[src/rtl/cpu_mc.sv]
// Multi-cycle Hack CPU: 2 cycles per A/C instruction, +1 per M read or write at zero-wait memory.
// Each req holds with stable addr/wdata until its ack; HALT on jump-to-self until reset.
module cpu_mc #(
  parameter int WIDTH      = 16,
  parameter int ADDR_WIDTH = 15,
  parameter int RESET_PC   = 0
) (
  input  logic                  clk,
  input  logic                  reset,
  output logic                  imem_req,
  output logic [ADDR_WIDTH-1:0] imem_addr,
  input  logic                  imem_ack,
  input  logic [15:0]           imem_data,
  output logic                  dmem_rd_req,
  output logic                  dmem_wr_req,
  output logic [ADDR_WIDTH-1:0] dmem_addr,
  output logic [WIDTH-1:0]      dmem_wdata,
  input  logic [WIDTH-1:0]      dmem_rdata,
  input  logic                  dmem_ack,
  output logic [ADDR_WIDTH-1:0] pc,
  output logic                  halted
);

  localparam logic [2:0] S_FETCH  = 3'd0;
  localparam logic [2:0] S_EXEC   = 3'd1;
  localparam logic [2:0] S_MEM_RD = 3'd2;
  localparam logic [2:0] S_MEM_WR = 3'd3;
  localparam logic [2:0] S_HALT   = 3'd4;

  logic [2:0]            state;
  logic [15:0]           ir;
  logic [WIDTH-1:0]      a_reg;
  logic [WIDTH-1:0]      d_reg;
  logic [WIDTH-1:0]      wdata_r;

  logic                  is_c;
  logic                  a_bit;
  logic                  dest_a;
  logic                  dest_d;
  logic                  dest_m;
  logic [2:0]            jmp;
  logic [WIDTH-1:0]      y_op;
  logic [WIDTH-1:0]      x1, x2, y1, y2, fout;
  logic [WIDTH-1:0]      alu;
  logic [WIDTH-1:0]      res;
  logic                  zr, ng, take, self_jmp;
  logic                  commit, to_wr;
  logic [ADDR_WIDTH-1:0] pc_inc;

  assign is_c   = ir[15];
  assign a_bit  = ir[12];
  assign dest_a = ir[5];
  assign dest_d = ir[4];
  assign dest_m = ir[3];
  assign jmp    = ir[2:0];
  assign pc_inc = pc + 1'b1;

  always_comb begin
    y_op = (state == S_MEM_RD) ? dmem_rdata : a_reg;
    x1   = ir[11] ? '0 : d_reg;
    x2   = ir[10] ? ~x1 : x1;
    y1   = ir[9] ? '0 : y_op;
    y2   = ir[8] ? ~y1 : y1;
    fout = ir[7] ? (x2 + y2) : (x2 & y2);
    alu  = ir[6] ? ~fout : fout;
  end

  // In MEM_WR the result was computed earlier and lives in wdata_r.
  always_comb begin
    res      = (state == S_MEM_WR) ? wdata_r : alu;
    zr       = (res == '0);
    ng       = res[WIDTH-1];
    take     = (jmp[2] & ng) | (jmp[1] & zr) | (jmp[0] & ~ng & ~zr);
    self_jmp = (jmp == 3'b111) && (a_reg[ADDR_WIDTH-1:0] == pc);
    commit   = ((state == S_EXEC) && is_c && !a_bit && !dest_m) ||
               ((state == S_MEM_RD) && dmem_ack && !dest_m) ||
               ((state == S_MEM_WR) && dmem_ack);
    to_wr    = (((state == S_EXEC) && is_c && !a_bit) ||
                ((state == S_MEM_RD) && dmem_ack)) && dest_m;
  end

  always_ff @(posedge clk) begin
    if (reset) begin
      state   <= S_FETCH;
      ir      <= '0;
      a_reg   <= '0;
      d_reg   <= '0;
      wdata_r <= '0;
      pc      <= ADDR_WIDTH'(RESET_PC);
    end else begin
      case (state)
        S_FETCH: begin
          if (imem_ack) begin
            ir    <= imem_data;
            state <= S_EXEC;
          end
        end
        S_EXEC: begin
          if (!is_c) begin
            a_reg <= {{(WIDTH-15){1'b0}}, ir[14:0]};
            pc    <= pc_inc;
            state <= S_FETCH;
          end else if (a_bit) begin
            state <= S_MEM_RD;
          end
        end
        default: ;
      endcase
      if (to_wr) begin
        wdata_r <= alu;
        state   <= S_MEM_WR;
      end
      // A, D and pc all update on one edge so the old A feeds both address and target.
      if (commit) begin
        if (dest_d) d_reg <= res;
        if (dest_a) a_reg <= res;
        pc    <= take ? a_reg[ADDR_WIDTH-1:0] : pc_inc;
        state <= self_jmp ? S_HALT : S_FETCH;
      end
    end
  end

  assign imem_req    = !reset && (state == S_FETCH);
  assign imem_addr   = pc;
  assign dmem_rd_req = !reset && (state == S_MEM_RD);
  assign dmem_wr_req = !reset && (state == S_MEM_WR);
  assign dmem_addr   = a_reg[ADDR_WIDTH-1:0];
  assign dmem_wdata  = wdata_r;
  assign halted      = (state == S_HALT);

endmodule

[config.mk]
export PLATFORM = sky130hd
export DESIGN_NAME = cpu_mc
export DESIGN_NICKNAME = d
export VERILOG_FILES = /design/src/rtl/cpu_mc.sv
export SDC_FILE = /design/constraint.sdc
export NUM_CORES = 1
export LEC_CHECK = 0
export ABC_AREA = 1
export BUFFER_PORTS_ARGS = -buffer_cell sky130_fd_sc_hd__buf_2
export CELL_PAD_IN_SITES_DETAIL_PLACEMENT = 0
export CELL_PAD_IN_SITES_GLOBAL_PLACEMENT = 1
export CORE_MARGIN = 2
export CORE_UTILIZATION = 44
export DETAILED_ROUTE_END_ITERATION = 8
export GPL_TIMING_DRIVEN = 1
export PLACE_DENSITY = 0.88
export SYNTH_ARGS = -nofsm -noshare
export SYNTH_HDL_FRONTEND = slang
export SYNTH_SLANG_ARGS = --single-unit
[constraint.sdc]
create_clock -name clk -period 8.46 [get_ports clk]
set_clock_uncertainty 0.1 [all_clocks]
set_input_delay 0.846 -clock clk [delete_from_list [all_inputs] [get_ports clk]]
set_output_delay 0.846 -clock clk [all_outputs]
set_load 0.1 [all_outputs]
==> results.py <==
metrics = {
    "clock_tree": {
        "tritoncts": "yes",
        "cts.root.buffer_cell": "sky130_fd_sc_hd__clkbuf_16",
        "clk_pin_slew_ns": 0.07,
        "cts_max_level": 3,
        "cts_setup_buffers": 0,
        "cts_hold_buf": 0,
        "clkLatencyLatePin_ns": 0.36,
        "number_of_buffers_between_clock_root_and_the_deepest_sink": 2,
        "post_cts_resize_count": 0,
        "sink_count": 82,
        "tritoncts.num_buffers": 9,
    },
    "timing": {
        "min_period_over_period": 0.605,
        "setup_repair_after_global_routing_missed_its_margin": "false",
        "setup_viol_count_final": 0,
        "max_slew.worst_pin.slew_ns": 1.15,
        "final-max-slew-violation-count": 0,
        "final_hold_viol_count": 0,
        "timing.fmax_mhz": 195,
        "setup_total_negative_slack_ns": 0,
        "fin_crit_ns": 5.12,
        "slew_headroom": 0.230,
    },
    "worst_setup_path": {
        "crit_fanout": 32,
        "critPathBufInv": 5,
        "cp.arrival_ns": 5.24,
        "reg2reg_from": "state[1]$_SDFFE_PP0P_",
        "cp-startpoint": "state[1]$_SDFFE_PP0P_",
        "crit_slowest_cell": "sky130_fd_sc_hd__fa_1",
        "critPathMaxStageDelay_ns": 0.39,
        "r2r_setup_slk_ns": 3.34,
        "critPathCapture": "imem_addr[11]$_SDFFE_PP0P_",
        "setup.worst_path.start_class": "flip-flop",
        "r2r-end": "imem_addr[11]$_SDFFE_PP0P_",
        "timing.critical_path.to_type": "flip-flop",
        "worst_r2r_path_depth": 29,
        "required_time_at_the_worst_slack_endpoint_ns": 8.58,
        "cp_num_cells": 29,
        "cpMostUsedCell": "sky130_fd_sc_hd__nand2_1",
        "critPathKind": "reg2reg",
        "dominant_delay_contributor_by_cell_family_on_the_critical_path": "simple AND/OR/NAND/NOR gates",
    },
    "synthesis": {
        "synth_ff_type": "sky130_fd_sc_hd__dfxtp_1",
        "syn-instance-count": 1009,
        "synth.area.top_cells": "sky130_fd_sc_hd__dfxtp_1, sky130_fd_sc_hd__nand2_1, sky130_fd_sc_hd__inv_1",
        "synth_edf_count": 0,
        "synth_nets": 1063,
        "yosys_warnings": 0,
        "post_synthesis_cell_area_um2": 6600,
        "seq_total_area_yosys": 0.249,
        "postSynthAreaPerCell_um2": 6.54,
        "yosysUniqueCellTypes": 42,
        "asyncSetResetFlopFracSynth": 0,
        "ys_seq_elements": 82,
        "synth_largest_area_cell": "sky130_fd_sc_hd__dfxtp_1",
        "synth_top_cell_area_share": 0.249,
    },
    "drt": {
        "drt-pass1-iter-count": 5,
        "num_vias": 6478,
        "wl_final_um": 20300,
        "via_per_inst": 5.22,
        "drc": 0,
        "detail-route-antenna-nets": 0,
        "drt_iter0_markers": 480,
        "wl_per_cell_um": 16.4,
    },
    "grt": {
        "globalRouteTotalUtil": 0.251,
        "via_count_of_the_first_global_routing_pass": 5611,
        "grt_first_pass_wirelength_um": 31300,
        "maximum_number_of_pins_on_one_net_before_global_route_repair": 34,
        "antenna_found_initial": 0,
        "overflow": 0,
    },
    "layout": {
        "utilization_after_layout": 0.496,
        "multi_input_area_um2": 3940,
        "area_growth_syn_to_layout_pct": 9.72,
        "final.fill_count": 1524,
        "fraction_of_layout_cells_with_a_size_suffix_above_1": 0.191,
        "antennaDiodeCount": 0,
        "finish.instance_area_um2": 7240,
        "nets": 1105,
        "area.sequential_um2": 1640,
        "final_cell_count_no_fill": 1240,
    },
    "die": {
        "core_region_area_um2": 14600,
        "initial_core_utilization": 0.452,
        "rows": 44,
        "boundaryPins": 101,
        "die_h_um": 126,
        "die_w_um": 126,
        "die_footprint_um2": 16000,
    },
    "pwr": {
        "max-vdd-ir-drop_mv": 0.115,
        "total_leakage_power_nw": 3.68,
        "intPower_w": 0.000750,
        "cellPowerDensity_nw_per_um2": 174,
        "sequentialPowerShare": 0.338,
        "design_power_total_w": 0.00126,
        "pwr-share-comb": 0.324,
        "power.switching_w": 0.000514,
        "p_clk_frac": 0.338,
        "netSwitchingFraction": 0.407,
    },
    "place": {
        "dpl.cell_count": 1224,
        "port_buffers": 100,
        "dp_hpwl_um": 15400,
        "postPlaceCellArea_um2": 6930,
        "routability_congestion": 0.886,
    },
    "flow_run": {
        "max_cap_viol_count": 0,
    },
    "min_path": {
        "hold_path.class": "reg2reg",
    },
    "run_status": {
        "outcome": "finished clean",
    },
}
## worst register-to-register path: cells and delay by family (launching register included)
| family | cells | cell delay, ns |
|---|---|---|
| xor+xnor | 2 | 0.43 |
| compound gates | 3 | 0.35 |
| fa+ha+maj | 2 | 0.61 |
| simple gates | 17 | 2.39 |
| flops | 1 | 0.37 |
| buf+inv | 5 | 0.73 |
## stage by stage
| stage | hold WS, ns | setup WS [ns] |
|---|---|---|
| after CTS | 0.358 | 3.42 |
| after global placement | 0.339 | 3.51 |
| after floorplan | 0.325 | 4.38 |
| after global routing | 0.387 | 2.84 |
| after detailed placement | 0.348 | 3.44 |
| final | 0.356 | 3.34 |
## logic make-up after synthesis
group	Yosys count	synth area share
AO/OA/AOI/OAI	181	0.160
buffers and inverters	230	0.154
adder cells (fa/ha/maj)	18	0.0353
flip-flops	82	0.249
AND/OR/NAND/NOR	439	0.324
XOR/XNOR	59	0.0783
## cells in the final DEF (no fill, tap or decap), types with 10 or more instances in the layout
cell                       Yosys  routed
sky130_fd_sc_hd__a21oi_2      11      11
sky130_fd_sc_hd__o211ai_1     26      26
sky130_fd_sc_hd__o21ai_0      65      65
sky130_fd_sc_hd__ha_1         17      17
sky130_fd_sc_hd__nand3_1      85      85
sky130_fd_sc_hd__xor2_1       49      49
sky130_fd_sc_hd__nor2_1       46      46
sky130_fd_sc_hd__nand3_2      24      24
sky130_fd_sc_hd__nand2_2      12      12
sky130_fd_sc_hd__nand2_1     218     218
sky130_fd_sc_hd__xnor2_1      10      10
sky130_fd_sc_hd__nand2_4      10      10
sky130_fd_sc_hd__buf_2         9     100
sky130_fd_sc_hd__dfxtp_1      82      82
sky130_fd_sc_hd__inv_1       146     146
sky130_fd_sc_hd__nand4_1      10      10
sky130_fd_sc_hd__a21oi_1      63      63
## synthesized netlist by cell type (9+ instances only)
library cell / number
sky130_fd_sc_hd__nand2_1: 218
sky130_fd_sc_hd__inv_1: 146
sky130_fd_sc_hd__nand3_1: 85
sky130_fd_sc_hd__dfxtp_1: 82
sky130_fd_sc_hd__o21ai_0: 65
sky130_fd_sc_hd__a21oi_1: 63
sky130_fd_sc_hd__xor2_1: 49
sky130_fd_sc_hd__nor2_1: 46
sky130_fd_sc_hd__buf_4: 34
sky130_fd_sc_hd__o211ai_1: 26
sky130_fd_sc_hd__clkbuf_1: 24
sky130_fd_sc_hd__nand3_2: 24
sky130_fd_sc_hd__ha_1: 17
sky130_fd_sc_hd__nand2_2: 12
sky130_fd_sc_hd__a21oi_2: 11
sky130_fd_sc_hd__nand2_4: 10
sky130_fd_sc_hd__nand4_1: 10
sky130_fd_sc_hd__xnor2_1: 10
sky130_fd_sc_hd__buf_2: 9
## per-layer routing
metal / global-route usage / vias up / share of wire
met5: 0 / - / 0
li1: - / 3288 / -
met2: 0.371 / 193 / 0.44
met4: 0.0924 / 0 / 0.025
met3: 0.0312 / 28 / 0.056
met1: 0.371 / 2969 / 0.48
## final cells by class
cell class / count / share of cell area
tap: 184 / 0.0318
clock buffer: 9 / 0.0311
timing repair buffer: 104 / 0.0732
inverter: 157 / 0.0814
sequential: 82 / 0.227
multi-input combinational: 697 / 0.544
clock inverter: 7 / 0.0117
## how the worst min path moves through the flow
stage | startpoint | end | slack [ns] | depth (start not counted)
6_report | ir[14]$_SDFFE_PP0P_ | ir[14]$_SDFFE_PP0P_ | 0.36 | 2
5_1_grt | d_reg[1]$_SDFFE_PP0P_ | d_reg[1]$_SDFFE_PP0P_ | 0.39 | 2
4_1_cts | ir[14]$_SDFFE_PP0P_ | ir[14]$_SDFFE_PP0P_ | 0.36 | 2
3_5_place_dp | ir[14]$_SDFFE_PP0P_ | ir[14]$_SDFFE_PP0P_ | 0.35 | 2
3_3_place_gp | ir[14]$_SDFFE_PP0P_ | ir[14]$_SDFFE_PP0P_ | 0.34 | 2
2_1_floorplan | ir[13]$_SDFFE_PP0P_ | ir[13]$_SDFFE_PP0P_ | 0.32 | 2
## power groups by stage
| stage | clock (W) | sequential (W) | combinational, W |
|---|---|---|---|
| floorplan | 0 | 0.000443 | 0.000305 |
| global placement | 0 | 0.000435 | 0.000404 |
| detailed placement | 0 | 0.000435 | 0.000404 |
| CTS | 0.000433 | 0.000426 | 0.000406 |
| global route | 0.000451 | 0.000429 | 0.000446 |
| finish | 0.000427 | 0.000427 | 0.000409 |
Power figures use the tool's default switching activity.
